### src/rtl/mr1_bus_pkg.sv
// Shared types and constants for the MR1 iBus/dBus shared-memory-port arbiter.
package mr1_bus_pkg;

  localparam int unsigned MEM_ADDR_W = 32;
  localparam int unsigned MEM_DATA_W = 32;

  localparam logic [1:0] SIZE_B = 2'd0;
  localparam logic [1:0] SIZE_H = 2'd1;
  localparam logic [1:0] SIZE_W = 2'd2;

  typedef enum logic {
    SRC_I = 1'b0,
    SRC_D = 1'b1
  } src_t;

  typedef struct packed {
    logic                  wr;
    logic [MEM_ADDR_W-1:0] address;
    logic [MEM_DATA_W-1:0] data;
    logic [1:0]            size;
  } memCmd_t;

endpackage

### src/rtl/mr1_src_fifo.sv
// In-order tag FIFO recording which bus issued each outstanding read.
module mr1_src_fifo
  import mr1_bus_pkg::*;
#(
  parameter int unsigned DEPTH = 4
) (
  input  logic                   clk,
  input  logic                   reset_n,
  input  logic                   push,
  input  src_t                   pushTag,
  input  logic                   pop,
  output src_t                   popTag,
  output logic                   full,
  output logic                   empty,
  output logic [$clog2(DEPTH):0] count
);

  localparam int unsigned PTR_W = $clog2(DEPTH);
  localparam int unsigned CNT_W = PTR_W + 1;

  src_t             tags [DEPTH];
  logic [PTR_W-1:0] wrPtr;
  logic [PTR_W-1:0] rdPtr;
  logic             doPush;
  logic             doPop;

  assign full   = (count == CNT_W'(DEPTH));
  assign empty  = (count == '0);
  assign doPop  = pop && !empty;
  // A pop in the same cycle frees the slot a push into a full FIFO needs.
  assign doPush = push && (!full || doPop);
  assign popTag = tags[rdPtr];

  always_ff @(posedge clk or negedge reset_n) begin
    if (!reset_n) begin
      wrPtr <= '0;
      rdPtr <= '0;
      count <= '0;
    end else begin
      if (doPush) wrPtr <= wrPtr + PTR_W'(1);
      if (doPop)  rdPtr <= rdPtr + PTR_W'(1);
      if (doPush && !doPop) begin
        count <= count + CNT_W'(1);
      end else if (doPop && !doPush) begin
        count <= count - CNT_W'(1);
      end
    end
  end

  // Tag storage needs no reset: entries are only read once written.
  always_ff @(posedge clk) begin
    if (doPush) tags[wrPtr] <= pushTag;
  end

endmodule

### src/rtl/mr1_bus_arbiter.sv
// Shares one split-transaction memory port between the MR1 iBus and dBus,
// with dBus priority, an iBus starvation guard and in-order response routing.
module mr1_bus_arbiter
  import mr1_bus_pkg::*;
#(
  parameter int unsigned MAX_PENDING  = 4,
  parameter int unsigned STARVE_LIMIT = 3
) (
  input  logic                         clk,
  input  logic                         reset_n,

  input  logic                         iBus_cmd_valid,
  output logic                         iBus_cmd_ready,
  input  logic [MEM_ADDR_W-1:0]        iBus_cmd_payload_pc,
  output logic                         iBus_rsp_ready,
  output logic [MEM_DATA_W-1:0]        iBus_rsp_inst,
  output logic                         iBus_rsp_error,

  input  logic                         dBus_cmd_valid,
  output logic                         dBus_cmd_ready,
  input  logic                         dBus_cmd_payload_wr,
  input  logic [MEM_ADDR_W-1:0]        dBus_cmd_payload_address,
  input  logic [MEM_DATA_W-1:0]        dBus_cmd_payload_data,
  input  logic [1:0]                   dBus_cmd_payload_size,
  output logic                         dBus_rsp_ready,
  output logic [MEM_DATA_W-1:0]        dBus_rsp_data,
  output logic                         dBus_rsp_error,

  output logic                         mem_cmd_valid,
  input  logic                         mem_cmd_ready,
  output logic                         mem_cmd_wr,
  output logic [MEM_ADDR_W-1:0]        mem_cmd_address,
  output logic [MEM_DATA_W-1:0]        mem_cmd_data,
  output logic [1:0]                   mem_cmd_size,
  input  logic                         mem_rsp_valid,
  input  logic [MEM_DATA_W-1:0]        mem_rsp_data,
  input  logic                         mem_rsp_error,

  output logic [$clog2(MAX_PENDING):0] pending_count,
  output logic                         err_unexpected_rsp
);

  localparam int unsigned CNT_W    = $clog2(MAX_PENDING) + 1;
  localparam int unsigned STARVE_W = $clog2(STARVE_LIMIT + 1);

  typedef enum logic {
    UNLOCKED = 1'b0,
    LOCKED   = 1'b1
  } arbState_t;

  arbState_t           state;
  arbState_t           nextState;
  src_t                lockSrc;
  src_t                nextLockSrc;
  logic [STARVE_W-1:0] starveCnt;
  logic [STARVE_W-1:0] nextStarveCnt;
  logic                errUnexpected;

  src_t                grantSrc;
  src_t                popTag;
  logic                grantValid;
  logic                cmdValid;
  logic                cmdAccept;
  logic                pushRead;
  logic                rspPop;
  logic                slotFree;
  logic                iElig;
  logic                dElig;
  logic                starveHit;
  logic                fifoFull;
  logic                fifoEmpty;
  logic [CNT_W-1:0]    fifoCount;

  memCmd_t             iCmd;
  memCmd_t             dCmd;
  memCmd_t             grantCmd;

  // A response popping this cycle frees a slot for a read issued in the same cycle.
  assign rspPop    = mem_rsp_valid && !fifoEmpty;
  assign slotFree  = !fifoFull || rspPop;
  assign iElig     = iBus_cmd_valid && slotFree;
  assign dElig     = dBus_cmd_valid && (dBus_cmd_payload_wr || slotFree);
  assign starveHit = (starveCnt == STARVE_W'(STARVE_LIMIT));

  assign iCmd = '{wr: 1'b0, address: iBus_cmd_payload_pc, data: '0, size: SIZE_W};
  assign dCmd = '{wr: dBus_cmd_payload_wr, address: dBus_cmd_payload_address,
                  data: dBus_cmd_payload_data, size: dBus_cmd_payload_size};

  // Arbiter state register
  always_ff @(posedge clk or negedge reset_n) begin
    if (!reset_n) begin
      state     <= UNLOCKED;
      lockSrc   <= SRC_I;
      starveCnt <= '0;
    end else begin
      state     <= nextState;
      lockSrc   <= nextLockSrc;
      starveCnt <= nextStarveCnt;
    end
  end

  // Grant selection, lock tracking and starvation counting
  always_comb begin
    nextState     = state;
    nextLockSrc   = lockSrc;
    nextStarveCnt = starveCnt;
    grantValid    = 1'b0;
    grantSrc      = SRC_D;
    cmdValid      = 1'b0;
    cmdAccept     = 1'b0;
    pushRead      = 1'b0;

    if (state == LOCKED) begin
      grantValid = 1'b1;
      grantSrc   = lockSrc;
    end else begin
      if (dElig && !(iElig && starveHit)) begin
        grantValid = 1'b1;
        grantSrc   = SRC_D;
        if (iElig && !starveHit) nextStarveCnt = starveCnt + STARVE_W'(1);
      end else if (iElig) begin
        grantValid = 1'b1;
        grantSrc   = SRC_I;
      end
    end

    cmdValid  = reset_n && grantValid &&
                ((grantSrc == SRC_I) ? iBus_cmd_valid : dBus_cmd_valid);
    cmdAccept = cmdValid && mem_cmd_ready;
    pushRead  = cmdAccept && ((grantSrc == SRC_I) || !dBus_cmd_payload_wr);

    if (cmdValid && !mem_cmd_ready) begin
      nextState   = LOCKED;
      nextLockSrc = grantSrc;
    end else begin
      nextState   = UNLOCKED;
    end

    if (cmdAccept && (grantSrc == SRC_I)) nextStarveCnt = '0;
  end

  assign grantCmd        = (grantSrc == SRC_I) ? iCmd : dCmd;
  assign mem_cmd_valid   = cmdValid;
  assign mem_cmd_wr      = grantCmd.wr;
  assign mem_cmd_address = grantCmd.address;
  assign mem_cmd_data    = grantCmd.data;
  assign mem_cmd_size    = grantCmd.size;

  assign iBus_cmd_ready = reset_n && grantValid && (grantSrc == SRC_I) && mem_cmd_ready;
  assign dBus_cmd_ready = reset_n && grantValid && (grantSrc == SRC_D) && mem_cmd_ready;

  // Responses return in issue order; data lines are shared, strobes are steered.
  assign iBus_rsp_ready = reset_n && rspPop && (popTag == SRC_I);
  assign dBus_rsp_ready = reset_n && rspPop && (popTag == SRC_D);
  assign iBus_rsp_inst  = mem_rsp_data;
  assign iBus_rsp_error = mem_rsp_error;
  assign dBus_rsp_data  = mem_rsp_data;
  assign dBus_rsp_error = mem_rsp_error;

  // Sticky flag for a response with nothing outstanding
  always_ff @(posedge clk or negedge reset_n) begin
    if (!reset_n) begin
      errUnexpected <= 1'b0;
    end else if (mem_rsp_valid && fifoEmpty) begin
      errUnexpected <= 1'b1;
    end
  end

  assign err_unexpected_rsp = errUnexpected;
  assign pending_count      = fifoCount;

  mr1_src_fifo #(
    .DEPTH(MAX_PENDING)
  ) u_srcFifo (
    .clk    (clk),
    .reset_n(reset_n),
    .push   (pushRead),
    .pushTag(grantSrc),
    .pop    (rspPop),
    .popTag (popTag),
    .full   (fifoFull),
    .empty  (fifoEmpty),
    .count  (fifoCount)
  );

endmodule

### config.mk
export PLATFORM = sky130hd
export DESIGN_NAME = mr1_bus_arbiter
export DESIGN_NICKNAME = d
export VERILOG_FILES = /design/src/rtl/mr1_bus_pkg.sv /design/src/rtl/mr1_src_fifo.sv /design/src/rtl/mr1_bus_arbiter.sv
export SDC_FILE = /design/constraint.sdc
export NUM_CORES = 1
export LEC_CHECK = 0
export BUFFER_PORTS_ARGS = -buffer_cell sky130_fd_sc_hd__buf_2
export CAP_MARGIN = 20
export CORE_AREA = 2 2 108 110
export CTS_CLUSTER_DIAMETER = 50
export CTS_CLUSTER_SIZE = 30
export DETAILED_ROUTE_END_ITERATION = 16
export DIE_AREA = 0 0 110 112
export PLACE_DENSITY = 0.63
export SLEW_MARGIN = 25
export SYNTH_ARGS = -nofsm -noshare
export SYNTH_HDL_FRONTEND = slang
export SYNTH_SLANG_ARGS = --single-unit
### constraint.sdc
create_clock -name clk -period 2.62 [get_ports clk]
set_input_delay 0.524 -clock clk [delete_from_list [all_inputs] [get_ports clk]]
set_output_delay 0.524 -clock clk [all_outputs]
set_load 0.02 [all_outputs]
# == Word-level counts from Yosys, hierarchy flattened ==
# Memories as Yosys holds them, arrays and structs flattened.
# Cells that the tools add are included.
# W data, S select, Z words.
# totals
out_inout_bits,142
memories,1
ramBits,4
wordCells,76
input_bits,138
reg_bits,12
# memory_table
name,words,word_bits,rd,rd_clocked_by_memory_dff,write_ports,line_no,source
u_srcFifo.tags,4,1,1,0,1,mr1_src_fifo.sv:21,src_t tags [DEPTH];
# op_classes
bitwise_logic,2
mux,17
n_eq_ne,3
reduce_logical,41
addsub,5
# op_table
operator,n
$mux W67,1
$logic_and A1 B1 Y1,24
$mux W1,10
$logic_not A1 Y1,8
$mux W2,4
$add A2 B1 Y2 const B,3
$mux W3,2
$reduce_bool A2 Y1,3
$logic_or A1 B1 Y1,4
$add A3 B1 Y3 const B,1
$eq A3 B3 Y1 const B,1
$logic_not A3 Y1,1
$reduce_and A3 Y1,1
$sub A3 B1 Y3 const B,1
$eq A2 B2 Y1 const B,1
$ne A2 B1 Y1 const B,1
$not A1 Y1,2

# == Logic depth before layout (Yosys ltp) ==
# depth
depth_word,19
ltp_mapped,10
depth_no_buf,10

# == By module ==
# Synthesis repeated with hierarchy kept, for this count alone.
# hier_totals
hier_cells,234
hier_area_um2,2321.0
# modules_own_cells
mod,area_per_inst_um2,cells_per_inst,n_inst,seq_area_each_um2
mr1_bus_arbiter,1736.7,194,1,125.1
mr1_src_fifo,584.3,40,1,295.3

# == Worst setup path after synthesis ==
# No wires, ideal clock.
# synth_timing
kind,input -> register
start,input mem_rsp_valid
end,register u_srcFifo.count[1]
arrival_ns,2.554
setup_slack_ns,-0.058
path_stages,8
setup_time_ns,0.125
n_path_buf,1
required_ns,2.495
path_cell_list,or4b_1 > buf_2 > a32oi_4 > a2111oi_4 > ha_1 > inv_1 > fa_1 > mux2_2
# synth_via
elab_chain_cells,16
word_cells_on_any_way,30
cone_classes,mux (8); bitwise (1); reduce/logical (21)
# synth_rtl
item,line_no,source
start: declaration,mr1_bus_arbiter.sv:35,"input logic mem_rsp_valid,"
$logic_and A1 B1 Y1 *,mr1_bus_arbiter.sv:79,assign rspPop = mem_rsp_valid && !fifoEmpty;
$logic_or A1 B1 Y1,mr1_bus_arbiter.sv:80,assign slotFree = !fifoFull || rspPop;
$logic_and A1 B1 Y1,mr1_bus_arbiter.sv:81,assign iElig = iBus_cmd_valid && slotFree;
$logic_and A1 B1 Y1,mr1_bus_arbiter.sv:117,if (dElig && !(iElig && starveHit)) begin
$logic_not A1 Y1,mr1_bus_arbiter.sv:117,
$logic_and A1 B1 Y1,mr1_bus_arbiter.sv:117,
$mux W1,mr1_bus_arbiter.sv:117,
$mux W1,mr1_bus_arbiter.sv:113,if (state == LOCKED) begin
$mux W1 / $logic_and A1 B1 Y1 (equally long branches),"mr1_bus_arbiter.sv:128, mr1_bus_arbiter.sv:127",
$logic_and A1 B1 Y1,mr1_bus_arbiter.sv:127,cmdValid = reset_n && grantValid &&
$logic_and A1 B1 Y1,mr1_bus_arbiter.sv:129,cmdAccept = cmdValid && mem_cmd_ready;
$logic_and A1 B1 Y1,mr1_bus_arbiter.sv:130,pushRead = cmdAccept && ((grantSrc == SRC_I) || !dBus_cmd_payload_wr);
$logic_and A1 B1 Y1 *,mr1_src_fifo.sv:31,assign doPush = push && (!full || doPop);
named net u_srcFifo.doPush,mr1_src_fifo.sv:24,logic doPush;
$logic_not A1 Y1,mr1_src_fifo.sv:44,end else if (doPop && !doPush) begin
$logic_and A1 B1 Y1,mr1_src_fifo.sv:44,
$reduce_bool A2 Y1 (no line),--,
end signal: assignment,mr1_src_fifo.sv:43,count <= count + CNT_W'(1);
end signal: assignment,mr1_src_fifo.sv:45,count <= count - CNT_W'(1);
end: declaration,mr1_src_fifo.sv:15,output logic [$clog2(DEPTH):0] count
# Mark *: on every way through the listed nets, which the timed path passes. The rest lies on a longest branch.
# A chain may end at the register's enable or synchronous reset.

# == Final worst setup path ==
# layout_timing
start,register u_srcFifo.count[0]
end,output mem_cmd_address[4]
# layout_via
elab_chain_cells,11
word_cells_on_any_way,16
cone_classes,eq/ne (1); mux (4); reduce/logical (11)
# layout_rtl
item,line_no,source
$logic_not A3 Y1,mr1_src_fifo.sv:28,assign empty = (count == '0);
$logic_not A1 Y1,mr1_bus_arbiter.sv:79,
$logic_and A1 B1 Y1,mr1_bus_arbiter.sv:79,
$logic_or A1 B1 Y1 *,mr1_bus_arbiter.sv:80,
$logic_and A1 B1 Y1,mr1_bus_arbiter.sv:81,
$logic_and A1 B1 Y1,mr1_bus_arbiter.sv:117,
$logic_not A1 Y1,mr1_bus_arbiter.sv:117,
$logic_and A1 B1 Y1,mr1_bus_arbiter.sv:117,
$mux W1 *,mr1_bus_arbiter.sv:117,
$mux W1 *,mr1_bus_arbiter.sv:113,
$mux W67 *,mr1_bus_arbiter.sv:142,assign grantCmd = (grantSrc == SRC_I) ? iCmd : dCmd;
end: declaration,mr1_bus_arbiter.sv:32,"output logic [MEM_ADDR_W-1:0] mem_cmd_address,"
# Every way passes the cells marked *; elsewhere a longest branch is shown, timed or not.

==> run summary <==
Vias in the first global route -> 2135
CP endpoint kind -> output pin
Clk sinks -> 16
Simple-gate share of the synthesized area -> 0.170
Starting Density -> 0.182
Outcome -> finished with violations
First-pass GRT wire length -> 11900 µm
Compound-Gate Fraction of Synth Area -> 0.0561
DIE HEIGHT -> 112 µm
IO Pins -> 280
Synth Cell Area -> 0.00203 mm²
Max VDD drop -> 0.532 mV
TritonCTS buffer count -> 3
Most repeated library cell on the critical path -> buf_12
Worst path slowest cell -> or4b_4
Area taken by multi-input logic gates -> 0.00117 mm²
Wire per inst -> 17.1 µm
H-tree depth -> 1
Total track usage -> 0.128
Setup crit start kind -> register
Largest cells by area after synthesis -> buf_4 26%, mux2_2 19%, dfrtp_1 15%
Syn. warnings -> 0
Routed via count -> 1970
Clk_lat worst skew -> 250 ps
Root Driver -> clkbuf_16
Mapped Cells -> 216
Crit Path Category -> reg -> out
Placed Instances -> 479
Sequential power share -> 0.179
Critical Path Fanout Max -> 14
Crit path DAT -> 2290 ps
CTS tree -> done
Int Power -> 1.47 mW
Vias per std cell -> 3.96
RSZ-0062 raised after global routing -> yes
Core ar. -> 0.0112 mm²
P&R area growth vs syn -> 67.7%
Final WL -> 8540 µm
Synth Area in XOR/XNOR -> 0.0302
Initial antenna violation count -> 0
Relative slew slack -> 0.672
Clock Skew -> 1.24 ps
Minimum clock period -> 2820 ps
Register area -> 423 µm²
WP data required -> 2100 ps
Layout cells sized above 1 -> 0.811
Power per cell area -> 699 mW/mm²
Row count -> 39
Crit-path cells -> or4b_4 -> a32oi_4 -> buf_12 -> buf_12 -> mux2_2 -> buf_2
Worst-Margin Slew -> 490 ps
Clock power share -> 0.137
Final period utilization -> 1.08
Post-synth top cells -> 69 x buf_4, 39 x and2_1, 34 x mux2_2
Post-Syn Nets -> 361
Final GP Congestion -> 0.750
Final ANT Viol Nets -> 0
Mux cell area share after synthesis -> 0.215
Largest area contributor in the netlist -> buf_4
Final setup violation count -> 68
Pleak -> 1.73 nW
Final Max Slew Viols -> 0
Max-cap viol count -> 0
Top FF cell, synth -> dfrtp_1
Number of hold buffers added after CTS -> 0
Yosys top cell area share -> 0.255
Largest family of logic cells by synthesized area -> buffers and inverters
Max frequency -> 0.355 GHz
Drt pass-1 iters -> 4
Post-Synth Adder-Cell Area -> 0.0468
Post-synthesis sequential area ratio -> 0.207
Yosys reg bits -> 16
Drt initial violations -> 26
Net Sw Frac -> 0.384
Worst hold path class -> in -> async
Chip width -> 110 µm
Max incr delay on CP -> 550 ps
DP HPWL -> 6790 µm
Failing checks -> setup timing
Clock transition at path regs -> 50 ps
Clock buffer depth -> 2
Combinational power share -> 0.684
Total grt overflow -> 0
Largest net degree at the start of global routing -> 17
Post-synth EDFFs -> 4
Most frequent cell after synthesis -> buf_4
Layout Nets -> 501
IO buf count -> 180
Asr flop ratio synth -> 0.750
DRC -> 0
Die ar. -> 0.0123 mm²
Post-layout util -> 0.305
# diodes -> 0
Final Instance Count excl. Fillers -> 498
Layout fillers -> 1188
Hold Violations, Final -> 0
Synth Area per Inst -> 9.40 µm²
Distinct cell type count after synthesis -> 30
Switching power -> 0.913 mW
Final WS setup -> -197 ps
-- power by group through the flow --
stage | Sequential (mW) | Clock (mW) | Combinational [mW]
after global routing | 0.441 | 0.344 | 1.75
after global placement | 0.424 | 0 | 1.17
after detailed placement | 0.432 | 0 | 1.21
after CTS | 0.427 | 0.332 | 1.53
final | 0.426 | 0.326 | 1.63
after floorplan | 0.471 | 0 | 0.882
-- path summary, 6_finish.rpt --
| check | depth (start not counted) | startpoint | slack [ps] | endpoint |
|---|---|---|---|---|
| setup / recovery | 6 | u_srcFifo.count[0] | -200 | mem_cmd_address[4] |
| hold / removal | 2 | reset_n | 230 | u_srcFifo.wrPtr[1] |
| setup reg to reg | 10 | u_srcFifo.count[0] | -120 | u_srcFifo.count[1] |
| hold reg to reg | 1 | err_unexpected_rsp | 470 | err_unexpected_rsp |
| max in group asynchronous | 2 | reset_n | 2210 | u_srcFifo.count[1] |
| min in group clk | 1 | err_unexpected_rsp | 470 | err_unexpected_rsp |
-- layout by cell type (no fill, tap or decap), types with 4 or more instances in the layout --
cell / count
dfrtp_1: 10
and2_1: 10
buf_4: 21
inv_1: 4
xnor2_1: 4
buf_2: 132
ha_1: 5
mux2_2: 28
edfxtp_1: 4
buf_12: 5
buf_6: 48
mux2_4: 6
and2_4: 29
a21oi_1: 5
nand2_1: 4
-- state kept, by name (all words and copies together) (netlist names) --
signal / count
lockSrc: 1
state: 1
u_srcFifo.rdPtr: 2
u_srcFifo.count: 3
u_srcFifo.tags: 4
u_srcFifo.wrPtr: 2
err_unexpected_rsp: 1
starveCnt: 2
-- cell families (layout without fill, tap and decap cells) --
kind of cell / Yosys count / after routing
adder cells (fa/ha/maj): 7 / 7
buffers and inverters: 79 / 218
multiplexers: 38 / 38
XOR/XNOR: 7 / 7
AND/OR/NAND/NOR: 58 / 58
AO/OA/AOI/OAI: 11 / 11
flip-flops: 16 / 16
-- critical path: cells and delay by family (launching register included) --
kind,cells,cell delay (ps)
compound gates,1,270
buf+inv,3,470
flops,1,400
mux,1,350
simple gates,1,550
-- routing by layer --
| layer | track usage | part of all wire | up-vias |
|---|---|---|---|
| met5 | 0 | 0 | - |
| met4 | 0.0287 | 0.015 | 0 |
| met3 | 0.0632 | 0.14 | 19 |
| met2 | 0.224 | 0.50 | 119 |
| met1 | 0.135 | 0.34 | 908 |
| li1 | - | - | 924 |
-- through the flow --
| stage | TNS (ps) | worst slack (ps) | area, µm² | hold slack [ps] | power [mW] |
|---|---|---|---|---|---|
| 2_1_floorplan | -145 | -51.6 | 2050 | 228 | 1.35 |
| 3_3_place_gp | -5730 | -143 | 2700 | 441 | 1.60 |
| 3_5_place_dp | -7300 | -188 | 2700 | 445 | 1.64 |
| 4_1_cts | -9450 | -217 | 3260 | 233 | 2.29 |
| 5_1_grt | -12580 | -251 | 3410 | 250 | 2.53 |
| 6_report | -8360 | -197 | 3410 | 229 | 2.38 |
-- what timing repair did --
action | 4_1_cts | 5_1_grt
pin swaps | 13 | 10
setup buffers | 9 | 4
setup endpoints to repair | 64 | 71
hold endpoints to repair | 0 | 0
resized for setup | 99 | 45
gates cloned | 3 | 0
-- layout make-up --
class | instances | share of cell area
multi-input combinational | 121 | 0.343
inverter | 5 | 0.00551
tap | 143 | 0.0525
clock buffer | 4 | 0.0261
timing repair buffer | 209 | 0.449
sequential | 16 | 0.124
(Power assumes the default switching activity.)
